## src/rtl/conv_out_collector.sv

```systemverilog
// conv_out_collector: tracks the raster position of each written pixel, keeps
// convolution results whose 3x3 window lies fully inside the image, tags them
// with output coordinates and end-of-frame, and buffers them in a
// first-word-fall-through FIFO with registered outputs and almost_full
// back-pressure toward the pixel source.
module conv_out_collector #(
  parameter int unsigned IMG_W     = 502,
  parameter int unsigned IMG_H     = 502,
  parameter int unsigned DEPTH     = 16,
  parameter int unsigned AF_MARGIN = 4
) (
  input  logic                       clk,
  input  logic                       rst,
  input  logic                       we,
  input  logic [7:0]                 conv_in,
  output logic [7:0]                 out_data,
  output logic [$clog2(IMG_H)-1:0]   out_row,
  output logic [$clog2(IMG_W)-1:0]   out_col,
  output logic                       out_last,
  output logic                       out_valid,
  input  logic                       out_ready,
  output logic                       almost_full,
  output logic                       overflow,
  output logic                       frame_done
);

  localparam int unsigned RW       = $clog2(IMG_H);
  localparam int unsigned CW       = $clog2(IMG_W);
  localparam int unsigned AW       = $clog2(DEPTH);
  localparam int unsigned OW       = AW + 1;
  localparam int unsigned AF_LEVEL = DEPTH - AF_MARGIN;

  typedef struct packed {
    logic [7:0]    data;
    logic [RW-1:0] row;
    logic [CW-1:0] col;
    logic          last;
  } entry_t;

  // Raster position of the pixel being written
  logic [RW-1:0] row;
  logic [CW-1:0] col;
  logic          at_eol;
  logic          at_eof;

  // Capture stage: describes the result that conv_in will carry next cycle
  logic          cap;
  logic [RW-1:0] cap_row;
  logic [CW-1:0] cap_col;
  logic          cap_last;

  // FIFO storage and control
  entry_t        mem [DEPTH];
  logic [AW-1:0] wr_ptr;
  logic [AW-1:0] rd_ptr;
  logic [OW-1:0] count;

  logic          full_c;
  logic          pop_c;
  logic          accept_c;
  logic          drop_c;
  entry_t        push_entry_c;
  logic [AW-1:0] rd_next_c;
  logic [OW-1:0] count_next_c;
  entry_t        head_next_c;

  // Frame boundary decode
  always_comb begin
    at_eol = (col == CW'(IMG_W - 1));
    at_eof = at_eol && (row == RW'(IMG_H - 1));
  end

  // Position counters advance on each written pixel, wrapping at frame end
  always_ff @(posedge clk or posedge rst) begin
    if (rst) begin
      row <= '0;
      col <= '0;
    end else if (we) begin
      if (at_eol) begin
        col <= '0;
        row <= at_eof ? '0 : RW'(row + RW'(1));
      end else begin
        col <= CW'(col + CW'(1));
      end
    end
  end

  // One-cycle pulse after the last pixel of a frame is written
  always_ff @(posedge clk or posedge rst) begin
    if (rst) begin
      frame_done <= 1'b0;
    end else begin
      frame_done <= we && at_eof;
    end
  end

  // Capture stage: remember whether the window of this pixel is fully inside
  always_ff @(posedge clk or posedge rst) begin
    if (rst) begin
      cap      <= 1'b0;
      cap_row  <= '0;
      cap_col  <= '0;
      cap_last <= 1'b0;
    end else if (we) begin
      cap      <= (row >= RW'(2)) && (col >= CW'(2));
      cap_row  <= RW'(row - RW'(2));
      cap_col  <= CW'(col - CW'(2));
      cap_last <= at_eof;
    end else begin
      cap      <= 1'b0;
    end
  end

  // FIFO push/pop arbitration and next fall-through head
  always_comb begin
    push_entry_c.data = conv_in;
    push_entry_c.row  = cap_row;
    push_entry_c.col  = cap_col;
    push_entry_c.last = cap_last;

    full_c       = (count == OW'(DEPTH));
    pop_c        = out_valid && out_ready;
    accept_c     = cap && (!full_c || pop_c);
    drop_c       = cap && full_c && !pop_c;
    rd_next_c    = pop_c ? AW'(rd_ptr + AW'(1)) : rd_ptr;
    count_next_c = OW'(count + OW'(accept_c) - OW'(pop_c));

    // The pushed entry becomes the head when it lands in the next read slot
    if (accept_c && (wr_ptr == rd_next_c)) begin
      head_next_c = push_entry_c;
    end else begin
      head_next_c = mem[rd_next_c];
    end
  end

  // FIFO storage write
  always_ff @(posedge clk) begin
    if (accept_c) begin
      mem[wr_ptr] <= push_entry_c;
    end
  end

  // FIFO pointers, occupancy and sticky overflow
  always_ff @(posedge clk or posedge rst) begin
    if (rst) begin
      wr_ptr   <= '0;
      rd_ptr   <= '0;
      count    <= '0;
      overflow <= 1'b0;
    end else begin
      if (accept_c) begin
        wr_ptr <= AW'(wr_ptr + AW'(1));
      end
      rd_ptr <= rd_next_c;
      count  <= count_next_c;
      if (drop_c) begin
        overflow <= 1'b1;
      end
    end
  end

  // Registered head-of-FIFO outputs; stable while the head is not taken
  always_ff @(posedge clk or posedge rst) begin
    if (rst) begin
      out_valid <= 1'b0;
      out_data  <= '0;
      out_row   <= '0;
      out_col   <= '0;
      out_last  <= 1'b0;
    end else begin
      out_valid <= (count_next_c != '0);
      out_data  <= head_next_c.data;
      out_row   <= head_next_c.row;
      out_col   <= head_next_c.col;
      out_last  <= head_next_c.last;
    end
  end

  // Throttle request derived from registered occupancy
  always_comb begin
    almost_full = (count >= OW'(AF_LEVEL));
  end

endmodule

```

## config.mk

```make
export PLATFORM = sky130hd
export DESIGN_NAME = conv_out_collector
export DESIGN_NICKNAME = d
export VERILOG_FILES = /design/src/rtl/conv_out_collector.sv
export SDC_FILE = /design/constraint.sdc
export NUM_CORES = 1
export LEC_CHECK = 0
export CORE_MARGIN = 1.5
export CORE_UTILIZATION = 54
export DETAILED_ROUTE_END_ITERATION = 8
export PLACE_DENSITY = 0.78
export SLEW_MARGIN = 20
export SYNTH_ARGS = -nofsm -noshare
export SYNTH_HDL_FRONTEND = slang
export SYNTH_SLANG_ARGS = --single-unit
```

## constraint.sdc

```tcl
create_clock -name clk -period 5 [get_ports clk]
set_clock_uncertainty 0.2 [all_clocks]
set_input_delay 1 -clock clk [delete_from_list [all_inputs] [get_ports clk]]
set_output_delay 1 -clock clk [all_outputs]
set_load 0.01 [all_outputs]
```

Word-level counts from Yosys, hierarchy flattened
Memory sizes are Yosys's and may differ from the RTL's. A register that Yosys moved wholly into a read port is not among the register bits.
Cells that the tools add are included.
W data, S select, Z words.
{"block": "totals", "n_memories": 1, "in_bits": 12, "elab_cells": 45, "out_inout_bits": 31, "register_bits": 54, "mem_bits_rw": 432}
{"block": "classes", "n_mux": 6, "n_reduce_logical": 12, "order_cmp": 3, "addsub": 8, "n_eq_ne": 3}
{"name": "mem", "words": 16, "width": 27, "read_ports": 1, "rd_clocked_by_memory_dff": 1, "write_ports": 1, "line": "53", "text": "entry_t mem [DEPTH];"}
{"operator": "$add A9 B1 Y9 const B", "count": 2}
{"operator": "$eq A9 B9 Y1 const B", "count": 2}
{"operator": "$ge A9 B2 Y1 const B", "count": 2}
{"operator": "$mux W9", "count": 2}
{"operator": "$sub A9 B2 Y9 const B", "count": 2}
{"operator": "$add A4 B1 Y4 const B", "count": 2}
{"operator": "$logic_and A1 B1 Y1", "count": 7}
{"operator": "$add A5 B1 Y5", "count": 1}
{"operator": "$eq A5 B5 Y1 const B", "count": 1}
{"operator": "$ge A5 B4 Y1 const B", "count": 1}
{"operator": "$reduce_bool A5 Y1", "count": 1}
{"operator": "$sub A5 B1 Y5", "count": 1}
{"operator": "$mux W4", "count": 1}
{"operator": "$mux W1", "count": 3}
{"operator": "$logic_not A1 Y1", "count": 2}
{"operator": "$reduce_and A2 Y1", "count": 1}
{"operator": "$logic_or A1 B1 Y1", "count": 1}

Longest topological paths before layout
Gate-level depths: netlist (run 1).
{"block": "logic_depth", "ltp_word": 7, "ltp_mapped": 15, "depth_no_buf": 13}

Worst setup path after synthesis (run 1)
Ideal clock, no wire load.
{"block": "synth_timing", "path_kind": "input-to-reg", "startpoint": "input out_ready", "endpoint": "register out_valid", "setup_slack_ns": 1.595, "required_ns": 4.676, "setup_ns": 0.124, "t_arrival_ns": 3.082, "path_stages": 15, "path_buffers": 4, "cell_sequence": "and2_1 buf_6 buf_6 buf_2 buf_2 nand2_1 o21ai_0 ha_1 fa_1 a21oi_1 nor2_1 nor2_1 xnor2_1 nor2_1 nand2_1"}
{"block": "synth_via", "elab_chain_cells": 6}
{"item": "start, declared", "line": "21", "text": "input logic out_ready,"}
{"item": "$logic_and A1 B1 Y1 *", "line": "122", "text": "pop_c = out_valid && out_ready;"}
{"item": "$logic_or A1 B1 Y1", "line": "123", "text": "accept_c = cap && (!full_c || pop_c);"}
{"item": "$logic_and A1 B1 Y1", "line": "123"}
{"item": "$add A5 B1 Y5", "line": "126", "text": "count_next_c = OW'(count + OW'(accept_c) - OW'(pop_c));"}
{"item": "$sub A5 B1 Y5 *", "line": "126"}
{"item": "via count_next_c[4]", "line": "64", "text": "logic [OW-1:0] count_next_c;"}
{"item": "$reduce_bool A5 Y1 *", "line": "171", "text": "out_valid <= (count_next_c != '0);"}
{"item": "end signal, assigned", "line": "171"}
{"item": "end, declared", "line": "20", "text": "output logic out_valid,"}
Mark *: on every way through the listed nets, which the timed path passes. The rest lies on a longest branch.
A chain may end at the register's enable or synchronous reset.

Final worst setup path (run 1)
{"block": "layout_timing", "startpoint": "register rd_ptr[1]", "endpoint": "register out_row[4], read port of mem"}
{"block": "layout_via", "elab_chain_cells": 2}
{"item": "start, declared", "line": "55", "text": "logic [AW-1:0] rd_ptr;"}
{"item": "start signal, assigned", "line": "154", "text": "rd_ptr <= rd_next_c;"}
{"item": "$add A4 B1 Y4", "line": "125", "text": "rd_next_c = pop_c ? AW'(rd_ptr + AW'(1)) : rd_ptr;"}
{"item": "$mux W4 *", "line": "125"}
{"item": "end, declared", "line": "17", "text": "output logic [$clog2(IMG_H)-1:0] out_row,"}
Every way passes the cells marked *; elsewhere a longest branch is shown, timed or not.

==> results of run 1 <==
-- stage by stage --
stage          cell area [µm²]  power, mW
3_5_place_dp             24400       12.6
6_report                 26100       16.5
5_1_grt                  26100       17.2
2_1_floorplan            23400       10.7
3_3_place_gp             24400       12.4
4_1_cts                  26100       16.5
-- report_power, final --
group	leakage (nW)	switching (mW)	internal, mW
sequential	4.88	0.495	5.36
combinational	3.67	3.77	3.02
clock	0.817	1.57	2.29
-- per-layer routing --
layer | routed length, µm | part of all wire (%) | vias up | global-route usage (%)
met4 | 1540 | 2.8 | 0 | 7.86
li1 | - | - | 6014 | -
met3 | 5490 | 9.8 | 113 | 5.14
met1 | 21500 | 38 | 7106 | 35.1
met2 | 27400 | 49 | 728 | 41.8
met5 | 0 | 0 | - | 0
-- layout make-up --
cell class | instances | area [µm²]
Fill cell | 3022 | 16800
Sequential cell | 513 | 15000
Clock buffer | 60 | 1290
Timing Repair Buffer | 81 | 796
Inverter | 26 | 100
Multi-Input combinational cell | 871 | 7790
Clock inverter | 30 | 375
Tap cell | 585 | 732
-- synthesized netlist by cell type (12+ instances only) --
cell type,number
ha_1,22
nand3_1,36
clkbuf_1,48
a31oi_1,53
edfxtp_1,432
dfrtp_1,81
nor2_1,64
and3_1,34
inv_1,26
o22a_1,25
a21oi_1,43
nand2_1,53
o21ai_0,21
mux2_2,12
mux4_2,78
a211oi_1,27
mux2i_1,235
buf_2,40
xor2_1,12
nor2b_1,27
and2_1,15
a32oi_1,26
xnor2_1,18
-- cells by family after synthesis --
logic type | after synthesis | synth area share [%]
DFF | 513 | 64.1
muxes | 325 | 18.1
and+or+nand+nor | 268 | 5.84
AOI/OAI and AO/OA | 224 | 6.54
buffers and inverters | 133 | 2.86
xor gates and xnor gates | 31 | 1.22
adders and majority gates | 23 | 1.26
-- how the worst max path moves through the flow --
stage,slack (ns),startpoint,endpoint
finish,1.48,rd_ptr[1],out_row[4]
global route,1.34,rd_ptr[1],out_col[1]
CTS,1.51,rd_ptr[1],out_col[1]
detailed placement,1.05,out_ready,out_row[4]
global placement,1.14,out_ready,out_data[5]
floorplan,1.59,out_ready,out_valid
-- worst register-to-register path: cells and delay by family (launching register included) --
kind | cells | cell delay [ns]
muxes | 2 | 0.70
buffers and inverters | 2 | 1.55
DFF | 1 | 0.50
AOI/OAI and AO/OA | 2 | 0.46
-- state kept, by name, indices dropped and copies added (netlist names), 4 cells and up --
name and flops:
out_data 8, cap_col 9, col 9, cap_row 9, count 5, wr_ptr 4
row 9, rd_ptr 4, out_row 9, out_col 9, mem 432
==> metrics.md, run 1 <==
| Metric | Value |
|---|---|
| # nets final | `1,576` |
| Fin util | `60.8%` |
| Final setup margin | `between 1 and 1.5 ns` |
| Dpl ws | `about 1.1 ns` |
| Hold Vio Cnt, Final | `0` |
| Grt total ovfl | `0` |
| CP dominant cell by count | `buf_4` |
| Synth area leader | `edfxtp_1` |
| Net Count, Synth | `1,552` |
| RR Endpoint | `out_row[4]` |
| VDD IR-drop max | `about 980 µV` |
| Hold path endpoint | `overflow` |
| Slowest CP cell | `buf_4` |
| Core Footprint | `42,900 µm²` |
| Hold Path Origin | `overflow` |
| Area contributors post-synth | `edfxtp_1 55%, mux2i_1 10%, dfrtp_1 8.7%` |
| Initial Util | `between 50 and 60%` |
| Commonest non-fill, non-tap cell in the layout | `edfxtp_1` |
| Max-slew violations | `0` |
| Slowest Stage Delay on Critical Path | `approximately 0.85 ns` |
| Syn_area_per_cell | `roughly 15 µm²` |
| Starting DRC count in detailed routing | `around 1,600` |
| Largest net degree at the start of global routing | `118` |
| Mapped Cells | `around 1,500` |
| Rel. slew slack | `a little under a third` |
| Reg2Reg Setup Slack | `between 1 and 1.5 ns` |
| GRT Total Usage | `around a quarter` |
| Hold path depth | `1` |
| Die Wd | `211 µm` |
| Via/cell ratio | `6.45` |
| First-pass GRT wire length | `roughly 86,000 µm` |
| Pleak | `approximately 9.4 nW` |
| Ports | `43` |
| Row cnt | `76` |
| Max Freq | `roughly 280 MHz` |
| Htree depth | `2` |
| Post-Syn Area | `roughly 23,000 µm²` |
| Routed WL | `roughly 56,000 µm` |
| Tmin final | `between 3 and 4 ns` |
| Vias in the first global route | `approximately 14,000` |
| N_diodes | `0` |
| Setup Crit Path Kind | `reg -> reg` |
| Least-Margin Pin Slew | `roughly 1.0 ns` |
| Top FF cell, synth | `edfxtp_1` |
| Reg2reg start | `rd_ptr[1]` |
| Detail Route Antenna Nets | `0` |
| Layout cell share with drive strength beyond 1 | `~14%` |
| CP Capture Type | `flip-flop` |
| Clock Path Buffers | `3` |
| Area share of the largest cell type after synthesis | `55.5%` |
| CP bufs+invs | `2` |
| Total number of vias | `around 14,000` |
| Initial antenna violation count | `0` |
| Worst EP required | `~5.3 ns` |
| Die Ht | `~210 µm` |
| Critical path arrival | `around 3.8 ns` |
| Cts bufs inserted | `48` |
| Cts repair resizes | `0` |
| Max-Cap Viols | `0` |
| Worst Path Max Fanout | `63` |
| Post-CTS Setup Bufs | `0` |
| Worst Hold Slack | `about 0.31 ns` |
| RePlAce Congestion | `between 0.8 and 0.9` |
| Synth unique cells | `62` |
| Routed WL per cell | `roughly 26 µm` |
| Final period util | `just over 70%` |
| CTS tree | `built` |
| Seq cells post-synth | `a little over 500` |
| CTS Sinks | `roughly 510` |
| RSZ-0062 raised after global routing | `false` |
| Final setup violation count | `0` |
| Critical path cell sequence | `buf_4, buf_4, mux2i_1, mux4_2, o22a_1, a31oi_1` |
| Port buffer count | `42` |
| Hold-fix buffers at CTS | `0` |
| PwrDens | `633 nW/µm²` |
| Outcome | `complete, no violations` |
| TNS Setup | `0 ns` |
| Post-Place Cells | `a little over 2,000` |
| Most frequent cells in the layout | `432 x edfxtp_1, 234 x mux2i_1, 79 x dfrtp_1, 78 x mux4_2, 63 x nor2_1` |
| EDFF count, synth | `432` |
| Cell family with most CP delay | `buffers and inverters` |
| Worst r2r path cells | `6` |
| Worst path depth | `6` |
| Layout area overhead | `11.5%` |
| Worst hold path class | `reg -> reg` |
| Drt drc | `0` |
| CTS clk-pin slew, worst paths | `0.06 ns` |
| Pre-Repair DR Iteration Count | `6` |
| Critical path launch point type | `flip-flop` |
| Yosys warnings | `0` |
| Final Non-Filler Cells | `approximately 2,200` |
| HPWL after DPL | `around 30,000 µm` |
| Skew-Pair Late Insertion Delay | `~0.57 ns` |
| Post-synthesis async set-or-reset flop share | `between 10% and 20%` |
| Root Buffer | `clkbuf_16` |
| Die footprint | `approximately 45,000 µm²` |
| Sequential area share after synthesis | `64.1%` |
Note: power is estimated with default switching activity, not from simulation.
==> run 2, diff against run 1 <==
==> constraint.sdc (replaced) <==
create_clock -name clk -period 3.3 [get_ports clk]
set_clock_uncertainty 0.2 [all_clocks]
set_input_delay 0.66 -clock clk [delete_from_list [all_inputs] [get_ports clk]]
set_output_delay 0.66 -clock clk [all_outputs]
set_load 0.01 [all_outputs]
==> metrics.md, run 2 (synthesized netlist as in run 1, its figures left out) <==
| Metric | Value |
|---|---|
| PwrDens | `946 nW/µm² (+50%)` |
| Tmin final | `2.89 ns (-0.636 ns)` |
| Critical path launch point type | `flip-flop` |
| Biggest register | `mem` |
| CP Capture Type | `flip-flop` |
| Rel. slew slack | `21.2% (-10 points)` |
| CTS clk-pin slew, worst paths | `0.06 ns (about the same)` |
| Total number of vias | `13,900 (-0.19%)` |
| Initial Util | `54.5% (unchanged)` |
| Htree depth | `2 (unchanged)` |
| Drt drc | `0 (unchanged)` |
| HPWL after DPL | `32,200 µm (+6.6%)` |
| Grt total ovfl | `0 (unchanged)` |
| Vias in the first global route | `14,200 (-1.0%)` |
| Final setup violation count | `0 (unchanged)` |
| Ports | `43 (unchanged)` |
| N_diodes | `0 (unchanged)` |
| Layout area overhead | `13.5%` |
| Die footprint | `44,600 µm² (unchanged)` |
| Largest net degree at the start of global routing | `185 (+57%)` |
| Hold-fix buffers at CTS | `0 (unchanged)` |
| RSZ-0062 raised after global routing | `false` |
| Pleak | `9.60 nW (+2.4%)` |
| Row cnt | `76 (unchanged)` |
| Via/cell ratio | `6.31 (-2.0%)` |
| Initial antenna violation count | `0 (unchanged)` |
| Critical path arrival | `3.18 ns (-0.60 ns)` |
| Routed WL per cell | `24.5 µm (-5.2%)` |
| Post-CTS Setup Bufs | `0 (unchanged)` |
| Clock Path Buffers | `3 (unchanged)` |
| Pwr Total | `25.1 mW (+52%)` |
| Commonest non-fill, non-tap cell in the layout | `edfxtp_1` |
| Layout cell share with drive strength beyond 1 | `16.3% (+2.0 points)` |
| First-pass GRT wire length | `83,400 µm (-2.8%)` |
| Port buffer count | `42 (unchanged)` |
| Max reg flops | `432 (unchanged)` |
| Max-slew violations | `0 (unchanged)` |
| GRT Total Usage | `24.9% (-0.75 points)` |
| Routed WL | `54,000 µm (-3.5%)` |
| Worst Hold Slack | `0.249 ns (-0.0617 ns)` |
| Worst hold path class | `in -> async` |
| Skew-Pair Late Insertion Delay | `0.60 ns (+0.03 ns)` |
| Cts bufs inserted | `50 (+4.2%)` |
| Root Buffer | `clkbuf_16` |
| Max-Cap Viols | `0 (unchanged)` |
| Max Freq | `346 MHz (+22%)` |
| VDD IR-drop max | `922 µV (-6.3%)` |
| Most frequent cells in the layout | `432 x edfxtp_1, 234 x mux2i_1, 79 x dfrtp_1, 78 x mux4_2, 63 x nor2_1` |
| Die Wd | `211 µm (unchanged)` |
| Starting DRC count in detailed routing | `1,326 (-20%)` |
| Least-Margin Pin Slew | `1.18 ns (+0.157 ns)` |
| Worst Path Max Fanout | `62 (-1.6%)` |
| RePlAce Congestion | `0.834 (+3.6%)` |
| Worst EP required | `3.59 ns (-1.67 ns)` |
| Detail Route Antenna Nets | `0 (unchanged)` |
| Setup Crit Path Kind | `reg -> reg` |
| Final period util | `87.5% (+17 points)` |
| Die Ht | `211 µm (unchanged)` |
| Core Footprint | `42,900 µm² (unchanged)` |
| CTS Sinks | `513 (unchanged)` |
| Cts repair resizes | `0 (unchanged)` |
| # nets final | `1,615 (+2.5%)` |
| Pre-Repair DR Iteration Count | `5 (-1)` |
| Outcome | `complete, no violations` |
| Hold Vio Cnt, Final | `0 (unchanged)` |
| CTS tree | `built` |
run 2: layout make-up:
cell class                      instances  area, µm²
Clock inverter                         31        225
Tap cell                              585        732
Clock buffer                           63       1350
Inverter                               26        100
Multi-Input combinational cell        871       7790
Sequential cell                       513      15000
Fill cell                            3015      16300
Timing Repair Buffer                  118       1340
run 2: worst max-delay path, cell delays in order, from the launching register on:
cell	delay, ns
dfrtp_4	0.54
ha_4	0.49
buf_12	0.37
mux2i_1	0.15
mux4_2	0.49
o22a_1	0.22
a31oi_1	0.23
run 2: through the flow:
stage / setup WS [ns] / instances / util [%] / instance area [µm²] / setup TNS [ns]
after global placement: 0.0478 / 2113 / 58.2 / 25000 / 0
final: 0.412 / 2207 / 61.9 / 26500 / 0
after floorplan: 0.235 / 1517 / - / 23400 / 0
after global routing: 0.316 / 2207 / 61.9 / 26500 / 0
after detailed placement: -0.0100 / 2113 / 58.2 / 25000 / -0.0153
after CTS: 0.396 / 2207 / 61.9 / 26500 / 0
run 2: per-layer routing:
layer	wire length (µm)	track usage (%)	vias to the layer above
li1	-	-	6098
met1	22300	35.5	7119
met2	26300	40.0	621
met3	4050	3.23	96
met4	1400	8.45	0
met5	0	0	-
run 2: path summary, 6_finish.rpt:
| check | start | endpoint | slack [ns] | cells past startpoint |
|---|---|---|---|---|
| setup / recovery | rd_ptr[1] | out_data[4] | 0.41 | 6 |
| hold / removal | rst | rd_ptr[3] | 0.25 | 2 |
| setup reg to reg | rd_ptr[1] | out_data[4] | 0.41 | 6 |
| hold reg to reg | overflow | overflow | 0.31 | 1 |
| max in group asynchronous | rst | frame_done | 1.96 | 3 |
| min in group clk | we | cap_row[2] | 0.30 | 2 |
run 2: power breakdown:
group	switching (mW)	leakage, nW	internal (mW)
combinational	5.74	3.94	5.05
sequential	0.718	4.88	8.11
clock	2.42	0.776	3.07
==> run 3, diff against run 2 <==
==> constraint.sdc (replaced) <==
create_clock -name clk -period 3 [get_ports clk]
set_clock_uncertainty 0.2 [all_clocks]
set_input_delay 0.6 -clock clk [delete_from_list [all_inputs] [get_ports clk]]
set_output_delay 0.6 -clock clk [all_outputs]
set_load 0.01 [all_outputs]
==> metrics.md, run 3 (synthesized netlist as in run 1, its figures left out) <==
| Metric | Value |
|---|---|
| Outcome | `complete, no violations` |
| Die footprint | `44,600 µm² (unchanged)` |
| Final period util | `93.4%` |
| Root Buffer | `clkbuf_16` |
| Post-CTS Setup Bufs | `0 (unchanged)` |
| CTS clk-pin slew, worst paths | `0.07 ns (about the same)` |
| Layout cell share with drive strength beyond 1 | `16.5% (+0.16 points)` |
| First-pass GRT wire length | `84,800 µm (+1.7%)` |
| Cts bufs inserted | `49 (-2.0%)` |
| Reg2reg start | `rd_ptr[1]` |
| Grt total ovfl | `0 (unchanged)` |
| Die Ht | `211 µm (unchanged)` |
| CTS tree | `built` |
| Pwr Total | `28.3 mW (+13%)` |
| Max-Cap Viols | `0 (unchanged)` |
| Fillcell total | `2,953 (-2.1%)` |
| Final Non-Filler Cells | `2,209 (+0.091%)` |
| Routed WL | `55,100 µm (+2.1%)` |
| Critical path cell sequence | `ha_1, a221o_1, clkdlybuf4s50_1` |
| Final Instance Area | `26,800 µm² (+1.0%)` |
| Detail Route Antenna Nets | `0 (unchanged)` |
| Routed WL per cell | `25.0 µm (+2.0%)` |
| Reg2Reg Setup Slack | `0.29 ns (-0.12 ns)` |
| Initial antenna violation count | `0 (unchanged)` |
| Total number of vias | `14,000 (+0.83%)` |
| Hold Vio Cnt, Final | `0 (unchanged)` |
| Worst EP required | `2.20 ns (-1.39 ns)` |
| RePlAce Congestion | `0.826 (-0.94%)` |
| Initial Util | `54.5% (unchanged)` |
| GRT Total Usage | `25.3% (+0.37 points)` |
| Clock Path Buffers | `3 (unchanged)` |
| Least-Margin Pin Slew | `0.728 ns (-0.454 ns)` |
| Setup Crit Path Kind | `reg -> out` |
| Commonest non-fill, non-tap cell in the layout | `edfxtp_1` |
| Fin util | `62.5% (+0.62 points)` |
| GR Util met2 | `42.3% (+2.3 points)` |
| N_diodes | `0 (unchanged)` |
| TNS Setup | `0 ns (unchanged)` |
| Hold-fix buffers at CTS | `0 (unchanged)` |
| Worst r2r path cells | `6 (unchanged)` |
| Via/cell ratio | `6.36 (+0.73%)` |
| Worst hold path class | `in -> async` |
| PwrDens | `1060 nW/µm² (+12%)` |
| RR Endpoint | `out_row[3]` |
| Row cnt | `76 (unchanged)` |
| Ports | `43 (unchanged)` |
| Post-Place Cells | `2,118 (+0.24%)` |
| Skew-Pair Late Insertion Delay | `0.60 ns (about the same)` |
| Cell family with most CP delay | `buffers and inverters` |
| Cts repair resizes | `0 (unchanged)` |
| Htree depth | `2 (unchanged)` |
| Biggest register | `mem` |
| Die Wd | `211 µm (unchanged)` |
| Max-slew violations | `0 (unchanged)` |
| HPWL after DPL | `32,500 µm (+0.75%)` |
| CP Capture Type | `output port` |
| Starting DRC count in detailed routing | `1,465 (+10%)` |
| Rel. slew slack | `51.5% (+30 points)` |
| Slowest Stage Delay on Critical Path | `0.48 ns (-0.06 ns)` |
| Max Freq | `357 MHz` |
| Met1 GRT Util | `33.7% (-1.8 points)` |
| Layout area overhead | `14.6%` |
| Critical path arrival | `2.00 ns (-1.18 ns)` |
| Port buffer count | `42 (unchanged)` |
| Most frequent cells in the layout | `432 x edfxtp_1, 234 x mux2i_1, 79 x dfrtp_1, 78 x mux4_2, 63 x nor2_1` |
| Core Footprint | `42,900 µm² (unchanged)` |
| GRT Max-Usage Layer | `met2` |
| Final setup violation count | `0 (unchanged)` |
| Tmin final | `roughly 2.8 ns` |
| Pleak | `9.69 nW (+0.98%)` |
| CP bufs+invs | `1 (unchanged)` |
| Pre-Repair DR Iteration Count | `5 (unchanged)` |
| Max reg flops | `432 (unchanged)` |
| Vias in the first global route | `14,700 (+3.0%)` |
| RSZ-0062 raised after global routing | `false` |
| DP Area | `25,100 µm² (+0.69%)` |
| Critical path launch point type | `flip-flop` |
| Largest net degree at the start of global routing | `112 (-39%)` |
| Worst Path Max Fanout | `4 (-94%)` |
| # nets final | `1,619 (+0.25%)` |
| Met3 GRT Util | `4.33% (+1.1 points)` |
| Drt drc | `0 (unchanged)` |
| VDD IR-drop max | `1230 µV (+33%)` |
| Slowest CP cell | `clkdlybuf4s50_1` |
| CTS Sinks | `513 (unchanged)` |
[run 3: changes by cell type in the layout (fill, tap and decap cells not counted), sizes merged]
| cell | delta |
|---|---|
| clkinv | -10 |
| clkbuf | +7 |
| buf | +5 |
| inv | -3 |
| bufinv | +3 |
[run 3: worst max-delay path by stage]
stage | start | to | depth (start not counted)
3_3_place_gp | out_ready | out_data[5] | 9
6_report | count[2] | almost_full | 3
4_1_cts | count[2] | almost_full | 3
5_1_grt | count[2] | almost_full | 3
2_1_floorplan | out_ready | out_valid | 15
3_5_place_dp | out_ready | out_data[5] | 9
[run 3: routing by layer]
metal  vias up  share of wire, %
li1       6094                 -
met1      7130                39
met2       687                50
met3       138               7.8
met4         0               2.8
met5         -                 0
[run 3: power breakdown]
| part | internal [mW] | total [mW] | switching (mW) | leakage, nW |
|---|---|---|---|---|
| combinational | 5.71 | 12.2 | 6.54 | 4.00 |
| sequential | 8.93 | 9.70 | 0.770 | 4.88 |
| clock | 3.74 | 6.36 | 2.62 | 0.813 |
| total | 18.4 | 28.3 | 9.93 | 9.69 |
[run 3: through the flow]
stage          worst slack (ns)  hold WS (ns)
4_1_cts                   0.159         0.169
5_1_grt                   0.131         0.206
3_3_place_gp             -0.131         0.305
6_report                  0.199         0.195
2_1_floorplan            0.0187         0.297
3_5_place_dp             -0.207         0.283
[run 3: cell type report]
type / count / area [µm²] / area share [%]
multi-input combinational: 871 / 7780 / 29.0
sequential: 513 / 15000 / 56.0
inverter: 26 / 100 / 0.373
tap: 585 / 732 / 2.73
clock inverter: 21 / 246 / 0.920
clock buffer: 70 / 1430 / 5.32
timing repair buffer: 123 / 1510 / 5.64
